--- config.mk ---
export PLATFORM = sky130hd
export DESIGN_NAME = instruction_fetch
export DESIGN_NICKNAME = d
export VERILOG_FILES = /design/src/rtl/fetch_pkg.sv /design/src/rtl/fetch_pc_reg.sv /design/src/rtl/instruction_fetch.sv
export SDC_FILE = /design/constraint.sdc
export NUM_CORES = 1
export LEC_CHECK = 0
export BUFFER_PORTS_ARGS = -buffer_cell sky130_fd_sc_hd__clkbuf_2
export CORE_ASPECT_RATIO = 1.25
export CORE_MARGIN = 1.5
export CORE_UTILIZATION = 43
export CTS_BUF_LIST = sky130_fd_sc_hd__clkbuf_4 sky130_fd_sc_hd__clkbuf_8
export DETAILED_ROUTE_END_ITERATION = 7
export PLACE_DENSITY = 0.78
export SLEW_MARGIN = 25
export SYNTH_ARGS = -nofsm -noshare
export SYNTH_HDL_FRONTEND = slang
export SYNTH_SLANG_ARGS = --single-unit
--- constraint.sdc ---
create_clock -name CLK -period 1.9 [get_ports CLK]
set_clock_uncertainty 0.15 [all_clocks]
set_input_delay 0.285 -clock CLK [delete_from_list [all_inputs] [get_ports CLK]]
set_output_delay 0.285 -clock CLK [all_outputs]
set_load 0.05 [all_outputs]
--- src/rtl/fetch_pkg.sv ---
// Shared widths, state encoding and reset default for the fetch stage.
package fetch_pkg;

    localparam int OPCODE_W = 4;
    localparam int IMM_W    = 12;
    localparam int INSTR_W  = 16;

    localparam logic [15:0] DEFAULT_RESET_PC = 16'h0000;

    typedef enum logic [1:0] {
        IDLE  = 2'd0,
        REQ   = 2'd1,
        VALID = 2'd2,
        ERR   = 2'd3
    } fetch_state_e;

endpackage

--- src/rtl/fetch_pc_reg.sv ---
// Program counter: holds unless advance is set, then steps by PC_STEP or loads target.
// Single-cycle update; no backpressure of its own, the caller decides when to advance.
module fetch_pc_reg #(
    parameter logic [15:0] RESET_PC = 16'h0000,
    parameter int          PC_STEP  = 2
) (
    input  logic        clk,
    input  logic        rst_n,
    input  logic        advance,
    input  logic        load,
    input  logic [15:0] target,
    output logic [15:0] pc
);

    localparam logic [15:0] STEP = 16'(PC_STEP);

    // Increment wraps modulo 2^16 without any flag.
    always_ff @(posedge clk or negedge rst_n) begin
        if (!rst_n) begin
            pc <= RESET_PC;
        end else if (advance) begin
            pc <= load ? target : pc + STEP;
        end
    end

endmodule

--- src/rtl/instruction_fetch.sv ---
// Fetch stage: PC, request/ready instruction read, IR split into opcode/immediate; one instr per 2 cycles.
// Stall holds the VALID instruction; optional REQ timeout to a sticky ERR state under FETCH_TIMEOUT_EN.
module instruction_fetch
    import fetch_pkg::*;
#(
    parameter logic [15:0] RESET_PC       = DEFAULT_RESET_PC,
    parameter int          PC_STEP        = 2,
    parameter int          TIMEOUT_CYCLES = 255
) (
    input  logic                CLK,
    input  logic                RST_N,
    output logic                MemReq,
    output logic [15:0]         MemAddr,
    input  logic [INSTR_W-1:0]  MemRdata,
    input  logic                MemReady,
    input  logic                Stall,
    input  logic                PCLoad,
    input  logic [15:0]         PCTarget,
    output logic                InstValid,
    output logic [OPCODE_W-1:0] Opcode,
    output logic [IMM_W-1:0]    Imm,
    output logic [15:0]         PC,
    output logic                FetchErr
);

    logic [1:0]         state;
    logic [1:0]         state_nxt;
    logic [INSTR_W-1:0] ir;
    logic               mem_req;
    logic               accept;
    logic               capture;

`ifdef FETCH_TIMEOUT_EN
    localparam int              CNT_W   = $clog2(TIMEOUT_CYCLES + 1);
    localparam logic [CNT_W-1:0] TO_LAST = CNT_W'(TIMEOUT_CYCLES - 1);

    logic [CNT_W-1:0] to_cnt;
`endif

    assign accept  = (state == VALID) && !Stall;
    assign capture = (state == REQ) && MemReady;

    always_comb begin
        state_nxt = state;
        case (state)
            IDLE:  state_nxt = REQ;
            REQ: begin
                // A completion on the limit cycle still counts as a successful fetch.
                if (MemReady) begin
                    state_nxt = VALID;
                end
`ifdef FETCH_TIMEOUT_EN
                else if (to_cnt == TO_LAST) begin
                    state_nxt = ERR;
                end
`endif
            end
            VALID: if (!Stall) state_nxt = REQ;
`ifdef FETCH_TIMEOUT_EN
            ERR:   state_nxt = ERR;
`endif
            default: state_nxt = IDLE;
        endcase
    end

    always_ff @(posedge CLK or negedge RST_N) begin
        if (!RST_N) begin
            state   <= IDLE;
            mem_req <= 1'b0;
        end else begin
            state   <= state_nxt;
            mem_req <= (state_nxt == REQ);
        end
    end

    always_ff @(posedge CLK or negedge RST_N) begin
        if (!RST_N) begin
            ir <= '0;
        end else if (capture) begin
            ir <= MemRdata;
        end
    end

`ifdef FETCH_TIMEOUT_EN
    // Held at zero outside REQ so every REQ entry starts a fresh count.
    always_ff @(posedge CLK or negedge RST_N) begin
        if (!RST_N) begin
            to_cnt <= '0;
        end else if (state != REQ) begin
            to_cnt <= '0;
        end else if (!MemReady) begin
            to_cnt <= to_cnt + 1'b1;
        end
    end

    assign FetchErr = (state == ERR);
`else
    assign FetchErr = 1'b0;
`endif

    fetch_pc_reg #(
        .RESET_PC (RESET_PC),
        .PC_STEP  (PC_STEP)
    ) u_pc (
        .clk     (CLK),
        .rst_n   (RST_N),
        .advance (accept),
        .load    (PCLoad),
        .target  (PCTarget),
        .pc      (PC)
    );

    assign MemReq    = mem_req;
    assign MemAddr   = PC;
    assign InstValid = (state == VALID);
    assign Opcode    = ir[INSTR_W-1 -: OPCODE_W];
    assign Imm       = ir[IMM_W-1:0];

endmodule
# [Word level (Yosys, flattened, before mapping)]
# Cells that the tools add are included.
[totals] in_bits=37 output_inout_bits=51 register_bits=35 word_cells=16
[classes] addsub=1 reduce_logical=4 n_mux=4 eq_ne=3
[op_table] cell="adder 16 x 2 -> 16 bit (second input constant)" n=1
[op_table] cell="2-to-1 mux 16 bit" n=1
[op_table] cell="one-hot mux 2 bit (3 select lines)" n=1
[op_table] cell="equality test 2 x 1 -> 1 bit (second input constant)" n=2
[op_table] cell="2-to-1 mux 2 bit" n=2
[op_table] cell="equality test 2 bit (second input constant)" n=1
[op_table] cell="logical AND 1 bit" n=2
[op_table] cell="logical NOT 2 bit" n=1
[op_table] cell="logical NOT 1 bit" n=1

# [Logic depth before layout (Yosys ltp)]
# Gate-level depths: netlist of the first run.
[logic_depth] word_depth=3 depth_mapped=6 mapped_depth_nobuf=5

# [Hierarchy]
# Synthesis of the first run repeated with hierarchy kept, for this count alone.
[unflattened] hier_cells=177 area_unflattened_um2=1920.6
[by_module_without_submodules] module="fetch_pc_reg" seq_area_each_um2=400.4 area_each_um2=1027.2 instances=1 cells_per_inst=116
[by_module_without_submodules] module="instruction_fetch" seq_area_each_um2=475.5 area_each_um2=893.4 instances=1 cells_per_inst=61

# [Worst setup path before layout of the first run]
# Ideal clock, no wire load.
[synth_timing] path_type="reg-to-reg" from="reg u_pc.pc[1]" to="reg u_pc.pc[15]" synth_period_minus_slack_ns=2.253 setup_ns=0.070 arrival_ns=2.034 t_required_ns=1.680 path_buffers=0 path_stages_with_launch=6 path_slack_ns=-0.353 path_cell_list="dfrtp_1 > ha_1 > nand4_1 > or2_2 > or4_1 > nand3_1"
[synth_between] elab_chain_cells=2
[synth_rtl] element="from (decl)" line_no="fetch_pc_reg.sv:12" text="output logic [15:0] pc"
[synth_rtl] element="from (signal assigned)" line_no="fetch_pc_reg.sv:22" text="pc <= load ? target : pc + STEP;"
[synth_rtl] element="adder 16 x 2 -> 16 bit" line_no="fetch_pc_reg.sv:22"
[synth_rtl] element="2-to-1 mux 16 bit" line_no="fetch_pc_reg.sv:22"
# Every way passes these cells.
# A chain may end at the register's enable or synchronous reset.

# [Worst setup path after layout of the first run]
[layout_timing] from="reg state[1]" to="reg u_pc.pc[15]"
[layout_between] elab_chain_cells=2
[layout_rtl] element="from (decl)" line_no="instruction_fetch.sv:26" text="logic [1:0] state;"
[layout_rtl] element="from (signal assigned)" line_no="instruction_fetch.sv:71" text="state <= state_nxt;"
[layout_rtl] element="equality test 2 bit" line_no="instruction_fetch.sv:40" text="assign accept = (state == VALID) && !Stall;"
[layout_rtl] element="logical AND 1 bit" line_no="instruction_fetch.sv:40"
# Every way passes these cells.

==> results.tsv, run 1 <==
stage	metric	value	unit
final_layout	drive_above_1_share	0.521	
sta	hold_ws	0.0726	ns
worst_hold_path	worstHoldEndpoint	ir[5]$_DFFE_PN0P_	
clock_tree	clock_latency	0.29	ns
global_route	overflow	0	
floorplanning	fp.dieW	60.9	um
synth	syn_avg_cell_area	10.2	um2
job	drv_cap	0	
route	via_count	1677	
placement	portBuffers	86	
route	post_drt_wl_per_cell	13.1	um
setup_path	critPathCaptureType	flip-flop	
setup_path	rr_endpoint	u_pc.pc[15]$_DFFE_PN0P_	
synth	synth_edf_count	0	
setup_path	critPathLaunchType	flip-flop	
synth	syn-cell-area	0.00180	mm2
sta	fmax	548	MHz
floorplanning	start_util	0.443	
clock_tree	tritoncts	built	
setup_path	arrival	1.91	ns
setup_path	worst-setup-path-type	flip-flop to flip-flop	
global_route	grtUsageTotal	0.193	
route	wl_met3	336	um
setup_path	reg2reg_depth	4	
clock_tree	htreeDepth	2	
global_route	antenna_found_initial	0	
floorplanning	coreArea	0.00407	mm2
synth	synth_seq_area_share	0.486	
sta	finalCriticalPeriod	1.83	ns
final_layout	final_common_cell	clkbuf_2	
setup_path	reg2reg_setup_slack	0.07	ns
final_layout	nNetsFinal	298	
power_and_ir_drop	p_per_area	2020	mW/mm2
placement	gp_congestion	0.870	
synth	ys_seq_elements	35	
sta	hold_viol_final	0	
route	first_pass_iters	4	
synth	synthMuxAreaShare	0.117	
clock_tree	cts_buffer_depth	2	
sta	setup_viol	0	
sta	grt_setup_unrepaired	false	
final_layout	final_cell_mix	clkbuf_2, dfrtp_1, mux2_2	
route	drcViolationCount	0	
sta	finalCritPeriodShare	0.961	
final_layout	fill_cells	347	
final_layout	seqCellArea	885	um2
clock_tree	clk_pin_slew	0.07	ns
worst_hold_path	min_path_type	input pin to flip-flop	
global_route	grt_pass1_vias	1471	
synth	synthAdderAreaFrac	0.00694	
clock_tree	cts-root-buf	clkbuf_8	
floorplanning	pin_count	88	
synth	syn_nets	215	
placement	dp_hpwl	3050	um
synth	synthSimpleGateAreaFrac	0.168	
floorplanning	rows	26	
synth	synthFlopType	dfrtp_1	
synth	yosysUniqueCellTypes	38	
route	wl	4170	um
final_layout	diodes	0	
setup_path	rr_startpoint	state[1]$_DFF_PN0_	
route	viasPerCell	5.29	
final_layout	multiInputGateArea	776	um2
synth	synth_xor_area_frac	0	
final_layout	synthToLayoutAreaGrowth	32.1	%
route	wirelength_met1	1690	um
power_and_ir_drop	leakage	1.13	nW
route	wl_met2	2050	um
power_and_ir_drop	ir_worst_vdd	1.17	mV
synth	syn_inst	177	
outcome	status	finished clean	
global_route	grt_max_degree	36	
synth	synth_compound_area_frac	0.123	
final_layout	final_core_util	0.585	
floorplanning	die-area	0.00459	mm2
synth	synth_top_family_by_area	simple AND/OR/NAND/NOR gates	
sta	final-max-slew-violation-count	0	
route	ant_nets	0	
setup_path	cp_max_fo	5	
clock_tree	cts_buffers	5	
floorplanning	die_h	75.4	um
clock_tree	clock_sinks	35	
synth	yosys_warnings	0	
worst_hold_path	hold_start	MemRdata[5]	
synth	async_flop_share	1.00	
global_route	grt_pass1_wl	6600	um
setup_path	required	1.98	ns
route	dr.max_layer_used	met4	
worst_hold_path	min_path_cells	2	
route	drt-initial-drc-count	30	
==> critical path: stages, from the launching register on <==
cell and delay, ns:
dfrtp_1 0.38, or3b_1 0.41, or3_1 0.32, or4_4 0.42
nand3_2 0.08
==> routing by layer <==
layer  track usage  vias to the layer above
met3        0.0560                       12
met1         0.244                      799
met5             0                        -
li1              -                      795
met2         0.307                       71
met4        0.0870                        0
==> per-stage QoR <==
| stage | total power [mW] | setup slack, ns | cells | setup TNS, ns | cell area [um2] |
|---|---|---|---|---|---|
| 3_5_place_dp | 4.27 | 0.0554 | 306 | 0 | 2260 |
| 2_1_floorplan | 3.73 | -0.0549 | 177 | -0.0826 | 1830 |
| 6_report | 4.82 | 0.0742 | 317 | 0 | 2380 |
| 3_3_place_gp | 4.22 | 0.0986 | 306 | 0 | 2260 |
| 4_1_cts | 4.83 | 0.0727 | 315 | 0 | 2360 |
| 5_1_grt | 5.06 | 0.00565 | 317 | 0 | 2380 |
==> timing repair <==
item                       CTS  global route
gates resized for setup      0             3
hold buffers                 1             0
hold endpoints to repair    35             0
setup endpoints to repair    0             1
setup buffers                0             2
==> synthesized netlist by cell type, types with 6 or more instances <==
| library cell | n | area share |
|---|---|---|
| dfrtp_1 | 35 | 0.49 |
| a21oi_1 | 9 | 0.025 |
| nor2_1 | 7 | 0.015 |
| nor3_1 | 11 | 0.031 |
| clkbuf_1 | 6 | 0.012 |
| buf_4 | 17 | 0.071 |
| mux2_2 | 17 | 0.11 |
| nand3_1 | 6 | 0.017 |
| o21ai_0 | 11 | 0.031 |
| nand2_1 | 9 | 0.019 |
==> worst max-delay path by stage <==
stage	start	to	slack (ns)	cells after the start
floorplan	u_pc.pc[1]$_DFFE_PN0P_	u_pc.pc[15]$_DFFE_PN0P_	-0.05	5
global placement	Stall	u_pc.pc[15]$_DFFE_PN0P_	0.1	5
detailed placement	Stall	u_pc.pc[15]$_DFFE_PN0P_	0.06	5
CTS	state[1]$_DFF_PN0_	u_pc.pc[15]$_DFFE_PN0P_	0.07	4
global route	u_pc.pc[1]$_DFFE_PN0P_	u_pc.pc[15]$_DFFE_PN0P_	0.006	5
finish	state[1]$_DFF_PN0_	u_pc.pc[15]$_DFFE_PN0P_	0.07	4
==> logic make-up after synthesis <==
kind of cell / Yosys count
AOI/OAI and AO/OA: 36
adders and majority gates: 1
buffers and inverters: 29
DFF: 35
muxes: 19
other: 1
and+or+nand+nor: 56
==> registers in the layout, summed over array words and instances (netlist names) <==
name	cells
state	2
ir	16
MemReq	1
u_pc.pc	16
==> layout make-up <==
type                       instances  area share
sequential                        35       0.372
clock buffer                       6      0.0321
tap                               56      0.0294
timing repair buffer             101       0.229
inverter                           4     0.00631
clock inverter                     2     0.00526
multi-input combinational        113       0.326
==> power by group <==
| group | internal [mW] | total [mW] | switching (mW) |
|---|---|---|---|
| logic | 0.732 | 2.87 | 2.14 |
| clock network | 0.270 | 0.549 | 0.278 |
| registers | 1.09 | 1.39 | 0.300 |
| total | 2.10 | 4.82 | 2.72 |
Power figures use the tool's default switching activity.
==> inputs of run 2 (changes only) <==
- CORE_UTILIZATION: 43 -> 40
- PLACE_DENSITY: 0.78 -> 0.74
==> run 2 against run 1 <==
Flip-flop and latch count unchanged. Worst hold slack worse by 0.00051 ns. Clock power is essentially flat. Global-route usage decreased by 1.7 points. Wire length down 0.46%. First-iteration DRC count fell by 6.7%. Non-clock buffer count decreased by 3. Sequential share of layout area increased by 0.46 points. Design area shrank 1.2%. Combinational power down 2%.
==> results.tsv, run 2 (same netlist as run 1, synthesis figures left out) <==
stage	metric	value	unit	change
route	first_pass_iters	4		unchanged
sta	grt_setup_unrepaired	false		unchanged
final_layout	fill_cells	406		was 347
clock_tree	clock_sinks	35		unchanged
sta	finalCriticalPeriod	1.83	ns	about the same
setup_path	critPathLaunchType	flip-flop		unchanged
final_layout	seqCellArea	885	um2	unchanged
power_and_ir_drop	swShare	0.567		was 0.565
floorplanning	start_util	0.413		was 0.443
power_and_ir_drop	seqPwrFrac	0.295		was 0.290
sta	hold_viol_final	0		unchanged
global_route	grt_pass1_wl	6870	um	was 6600 um
floorplanning	die-area	0.00492	mm2	was 0.00459 mm2
clock_tree	htreeDepth	2		unchanged
global_route	antenna_found_initial	0		unchanged
route	viasPerCell	5.13		was 5.29
clock_tree	cts_buffer_depth	2		unchanged
final_layout	nNetsFinal	295		was 298
final_layout	drive_above_1_share	0.508		was 0.521
placement	gp_congestion	0.862		was 0.870
placement	post-place-ws	0.0610	ns	was 0.0554 ns
placement	dpl.cell_count	307		was 306
global_route	grtUsageTotal	0.176		was 0.193
placement	dp_hpwl	3050	um	about the same
route	drt-initial-drc-count	28		was 30
global_route	grt_pass1_vias	1575		was 1471
setup_path	worst-setup-path-type	flip-flop to flip-flop		unchanged
clock_tree	clock_latency	0.29	ns	about the same
route	via_count	1620		was 1677
setup_path	arrival	1.90	ns	was 1.91 ns
outcome	status	finished clean		unchanged
setup_path	required	1.97	ns	was 1.98 ns
power_and_ir_drop	power_frac_comb	0.590		was 0.597
power_and_ir_drop	leakage	1.11	nW	was 1.13 nW
sta	finalCritPeriodShare	0.963		was 0.961
sta	setup_viol	0		unchanged
setup_path	critPathCaptureType	flip-flop		unchanged
global_route	overflow	0		unchanged
final_layout	multiInputGateArea	767	um2	was 776 um2
power_and_ir_drop	p_int	2.07	mW	was 2.10 mW
floorplanning	coreArea	0.00436	mm2	was 0.00407 mm2
final_layout	top_regs	ir (16), u_pc.pc (16), state (2)		unchanged
sta	final-max-slew-violation-count	0		unchanged
clock_tree	cts_setup_buffers	0		unchanged
clock_tree	clk_pin_slew	0.07	ns	about the same
route	drcViolationCount	0		unchanged
clock_tree	tritoncts	built		unchanged
power_and_ir_drop	ir_worst_vdd	1.21	mV	was 1.17 mV
sta	fmax	547	MHz	was 548 MHz
job	drv_cap	0		unchanged
power_and_ir_drop	p_per_area	2030	mW/mm2	was 2020 mW/mm2
global_route	grt_max_degree	36		unchanged
final_layout	synthToLayoutAreaGrowth	30.5	%	was 32.1%
floorplanning	fp.dieW	63.0	um	was 60.9 um
final_layout	final_common_cell	clkbuf_2		unchanged
clock_tree	holdBufCountCts	1		unchanged
power_and_ir_drop	clkPwrFrac	0.115		was 0.114
setup_path	cp_max_fo	5		unchanged
placement	portBuffers	86		unchanged
worst_hold_path	min_path_type	input pin to flip-flop		unchanged
route	ant_nets	0		unchanged
final_layout	final_core_util	0.539		was 0.585
floorplanning	rows	27		was 26
sta	hold_ws	0.0721	ns	was 0.0726 ns
final_layout	stdcell_count	316		was 317
power_and_ir_drop	power_switching	2.71	mW	was 2.72 mW
floorplanning	die_h	78.0	um	was 75.4 um
route	post_drt_wl_per_cell	13.1	um	about the same
floorplanning	pin_count	88		unchanged
final_layout	diodes	0		unchanged
final_layout	final_cell_mix	clkbuf_2, dfrtp_1, mux2_2		unchanged
power_and_ir_drop	total_power	4.77	mW	was 4.82 mW
sta	fin_ws	0.0706	ns	was 0.0742 ns
clock_tree	cts-root-buf	clkbuf_8		unchanged
route	wl	4150	um	was 4170 um
clock_tree	cts_buffers	5		unchanged
clock_tree	cts_resized	0		unchanged
[run 2: worst paths after layout]
| check | end | cells after the start | slack (ns) | startpoint |
|---|---|---|---|---|
| setup / recovery | u_pc.pc[15]$_DFFE_PN0P_ | 4 | 0.07 | state[1]$_DFF_PN0_ |
| hold / removal | u_pc.pc[1]$_DFFE_PN0P_ | 3 | 0.07 | PCTarget[1] |
| setup reg to reg | u_pc.pc[15]$_DFFE_PN0P_ | 4 | 0.07 | state[1]$_DFF_PN0_ |
| hold reg to reg | ir[0]$_DFFE_PN0P_ | 1 | 0.36 | ir[0]$_DFFE_PN0P_ |
| max in group asynchronous | u_pc.pc[3]$_DFFE_PN0P_ | 3 | 0.83 | RST_N |
| min in group asynchronous | ir[8]$_DFFE_PN0P_ | 3 | 0.42 | RST_N |
[run 2: layer usage]
layer  global-route usage  wire length (um)  up-vias  part of all wire
met5                    0                 0        -                 0
met3               0.0458               282        6             0.068
met1                0.198              1740      756              0.42
li1                     -                 -      794                 -
met2                0.314              2060       64              0.50
met4               0.0733                66        0             0.016
[run 2: layout make-up]
type / instances / share of cell area
Timing Repair Buffer: 98 / 0.222
Clock buffer: 6 / 0.0325
Tap cell: 58 / 0.0309
Inverter: 4 / 0.00639
Clock inverter: 2 / 0.00532
Multi-Input combinational cell: 113 / 0.326
Sequential cell: 35 / 0.376
[run 2: metrics by stage]
stage	area, um2	TNS (ns)
floorplan	1830	-0.0826
global placement	2250	0
detailed placement	2250	0
CTS	2350	0
global route	2350	0
finish	2350	0
[run 2: worst max-delay path: stages, from the launching register on]
cell and delay, ns:
dfrtp_1 0.40, or3b_1 0.42, or3_1 0.31, or4_1 0.39, nand3_1 0.10
[run 2: power groups by stage]
stage / registers, mW / clock network (mW) / logic, mW
finish: 1.41 / 0.550 / 2.81
global route: 1.47 / 0.593 / 2.94
CTS: 1.41 / 0.566 / 2.84
detailed placement: 1.42 / 0 / 2.83
global placement: 1.40 / 0 / 2.81
floorplan: 2.50 / 0 / 1.23
==> inputs of run 3 (changes only) <==
- CELL_PAD_IN_SITES_DETAIL_PLACEMENT: default -> 0
- CELL_PAD_IN_SITES_GLOBAL_PLACEMENT: default -> 1
- CORE_UTILIZATION: 40 -> 31
- PLACE_DENSITY: 0.74 -> default
- PLACE_DENSITY_LB_ADDON: default -> 0.1
==> run 3 against run 2 <==
Critical path depth unchanged. Worst hold slack improved by 0.0028 ns. Via count grew 1.5%. First-iteration DRC count rose to 2.9 times the previous value. Largest cell class unchanged. Cell count up 3.2%. Critical path type unchanged. Register-to-register slack better by 0.03 ns. Maximum frequency increased by 1.6%. Wire length up 13%. Sequential power about the same.
==> results.tsv, run 3 (same netlist as run 1, synthesis figures left out) <==
stage	metric	value	unit	change
floorplanning	pin_count	88		unchanged
global_route	grtUsageTotal	0.153		was 0.176
setup_path	crit_slowest_cell	or3b_1		unchanged
clock_tree	holdBufCountCts	1		unchanged
job	drv_cap	0		unchanged
route	viasPerCell	5.04		was 5.13
floorplanning	coreArea	0.00552	mm2	was 0.00436 mm2
setup_path	reg2reg_depth	4		unchanged
sta	finalCriticalPeriod	1.80	ns	was 1.83 ns
setup_path	rr_endpoint	u_pc.pc[15]$_DFFE_PN0P_		unchanged
power_and_ir_drop	ir_worst_vdd	1.00	mV	was 1.21 mV
setup_path	cp_top_family	simple AND/OR/NAND/NOR gates		unchanged
route	wl	4700	um	was 4150 um
final_layout	diodes	0		unchanged
worst_hold_path	min_path_cells	2		was 3
setup_path	critPathLaunchType	flip-flop		unchanged
route	drt-initial-drc-count	80		was 28
floorplanning	start_util	0.327		was 0.413
setup_path	worst-setup-path-type	flip-flop to flip-flop		unchanged
sta	hold_ws	0.0748	ns	was 0.0721 ns
global_route	overflow	0		unchanged
setup_path	cp_max_fo	4		was 5
final_layout	top_regs	ir (16), u_pc.pc (16), state (2)		unchanged
placement	post-place-ws	0.0690	ns	was 0.0610 ns
power_and_ir_drop	clkPwrFrac	0.121		was 0.115
sta	grt_setup_unrepaired	false		unchanged
final_layout	final_core_util	0.434		was 0.539
setup_path	crit_start	state[0]$_DFF_PN0_		was state[1]$_DFF_PN0_
sta	fin_ws	0.100	ns	was 0.0706 ns
placement	gp_congestion	0.726		was 0.862
clock_tree	cts_resized	0		unchanged
sta	setup_viol	0		unchanged
power_and_ir_drop	power_frac_comb	0.592		was 0.590
final_layout	seqCellArea	885	um2	unchanged
setup_path	rr_startpoint	state[0]$_DFF_PN0_		was state[1]$_DFF_PN0_
power_and_ir_drop	seqPwrFrac	0.287		was 0.295
sta	finalCritPeriodShare	0.947		was 0.963
clock_tree	clock_sinks	35		unchanged
power_and_ir_drop	leakage	1.14	nW	was 1.11 nW
power_and_ir_drop	power_switching	2.72	mW	was 2.71 mW
clock_tree	cts_buffer_depth	2		unchanged
setup_path	required	1.97	ns	about the same
setup_path	critPathMaxStageDelay	0.41	ns	was 0.42 ns
final_layout	multiInputGateArea	767	um2	unchanged
final_layout	final_cell_mix	clkbuf_2, dfrtp_1, mux2_2		unchanged
clock_tree	tritoncts	built		unchanged
global_route	grt_max_degree	36		unchanged
clock_tree	clock_latency	0.29	ns	about the same
floorplanning	rows	30		was 27
placement	portBuffers	86		unchanged
final_layout	final_common_cell	clkbuf_2		unchanged
clock_tree	cts_buffers	5		unchanged
final_layout	fill_cells	580		was 406
worst_hold_path	worstHoldEndpoint	ir[2]$_DFFE_PN0P_		was u_pc.pc[1]$_DFFE_PN0P_
clock_tree	cts-root-buf	clkbuf_8		unchanged
power_and_ir_drop	swShare	0.560		was 0.567
clock_tree	clk_pin_slew	0.07	ns	about the same
final_layout	drive_above_1_share	0.515		was 0.508
clock_tree	cts_setup_buffers	0		unchanged
floorplanning	fp.dieW	71.2	um	was 63.0 um
global_route	grt_pass1_vias	1557		was 1575
route	post_drt_wl_per_cell	14.4	um	was 13.1 um
clock_tree	htreeDepth	2		unchanged
worst_hold_path	min_path_type	input pin to flip-flop		unchanged
floorplanning	die-area	0.00628	mm2	was 0.00492 mm2
route	ant_nets	0		unchanged
sta	hold_viol_final	0		unchanged
setup_path	critPathCaptureType	flip-flop		unchanged
worst_hold_path	hold_start	MemRdata[2]		was PCTarget[1]
floorplanning	die_h	88.2	um	was 78.0 um
power_and_ir_drop	p_int	2.14	mW	was 2.07 mW
sta	final-max-slew-violation-count	0		unchanged
setup_path	cp.buffers_inverters	0		unchanged
route	first_pass_iters	4		unchanged
global_route	grt_pass1_wl	7490	um	was 6870 um
route	via_count	1644		was 1620
sta	fin_tns_setup	0	ns	unchanged
setup_path	crit_chain	or3b_1 > or3_1 > or4_1 > nand3_1		unchanged
placement	dp_hpwl	3450	um	was 3050 um
route	drcViolationCount	0		unchanged
final_layout	synthToLayoutAreaGrowth	32.9	%	was 30.5%
sta	fmax	556	MHz	was 547 MHz
power_and_ir_drop	p_per_area	2030	mW/mm2	about the same
final_layout	nNetsFinal	299		was 295
setup_path	arrival	1.87	ns	was 1.90 ns
global_route	antenna_found_initial	0		unchanged
setup_path	reg2reg_setup_slack	0.10	ns	was 0.07 ns
outcome	status	finished clean		unchanged
==> run 3: changes by cell type in the layout (fill, tap and decap cells not counted) <==
cell	change
buf_4	+4
clkbuf_8	+1
clkinvlp_4	-1
==> run 3: worst max path at each step <==
stage	slack [ns]	to	cells after the start
after floorplan	-0.05	u_pc.pc[15]$_DFFE_PN0P_	5
after global placement	0.09	u_pc.pc[13]$_DFFE_PN0P_	6
after detailed placement	0.07	u_pc.pc[15]$_DFFE_PN0P_	5
after CTS	0.08	u_pc.pc[15]$_DFFE_PN0P_	5
after global routing	0.01	u_pc.pc[11]$_DFFE_PN0P_	6
final	0.10	u_pc.pc[15]$_DFFE_PN0P_	4
==> run 3: worst register-to-register path: stages (launching register included) <==
cell and delay [ns]:
dfrtp_1 0.37, or3b_1 0.41, or3_1 0.32, or4_1 0.40
nand3_1 0.09
==> run 3: per-layer routing <==
layer,part of all wire,routed length (um),up-vias,track usage
li1,-,-,802,-
met4,0.015,70,0,0.0566
met2,0.50,2360,50,0.267
met1,0.43,2000,785,0.182
met3,0.055,257,7,0.0399
met5,0,0,-,0
==> run 3: stage by stage <==
stage	cells	instance area (um2)	total power, mW
final	326	2390	4.86
after global routing	326	2390	5.11
after CTS	326	2390	4.92
after detailed placement	317	2290	4.32
after global placement	317	2290	4.30
after floorplan	177	1830	3.73
==> run 3: cell type report <==
cell class	instances	area share
repair buffers	102	0.231
well taps	64	0.0334
clock inverters	1	0.00209
clock buffers	7	0.0376
inverters	4	0.00627
flip-flops and latches	35	0.369
multi-input cells	113	0.320
==> run 3: power groups by stage <==
stage	Clock, mW	Combinational [mW]	Sequential, mW
after floorplan	0	1.23	2.50
after global placement	0	2.90	1.40
after detailed placement	0	2.91	1.41
after CTS	0.610	2.91	1.40
after global routing	0.638	3.02	1.45
final	0.587	2.88	1.39
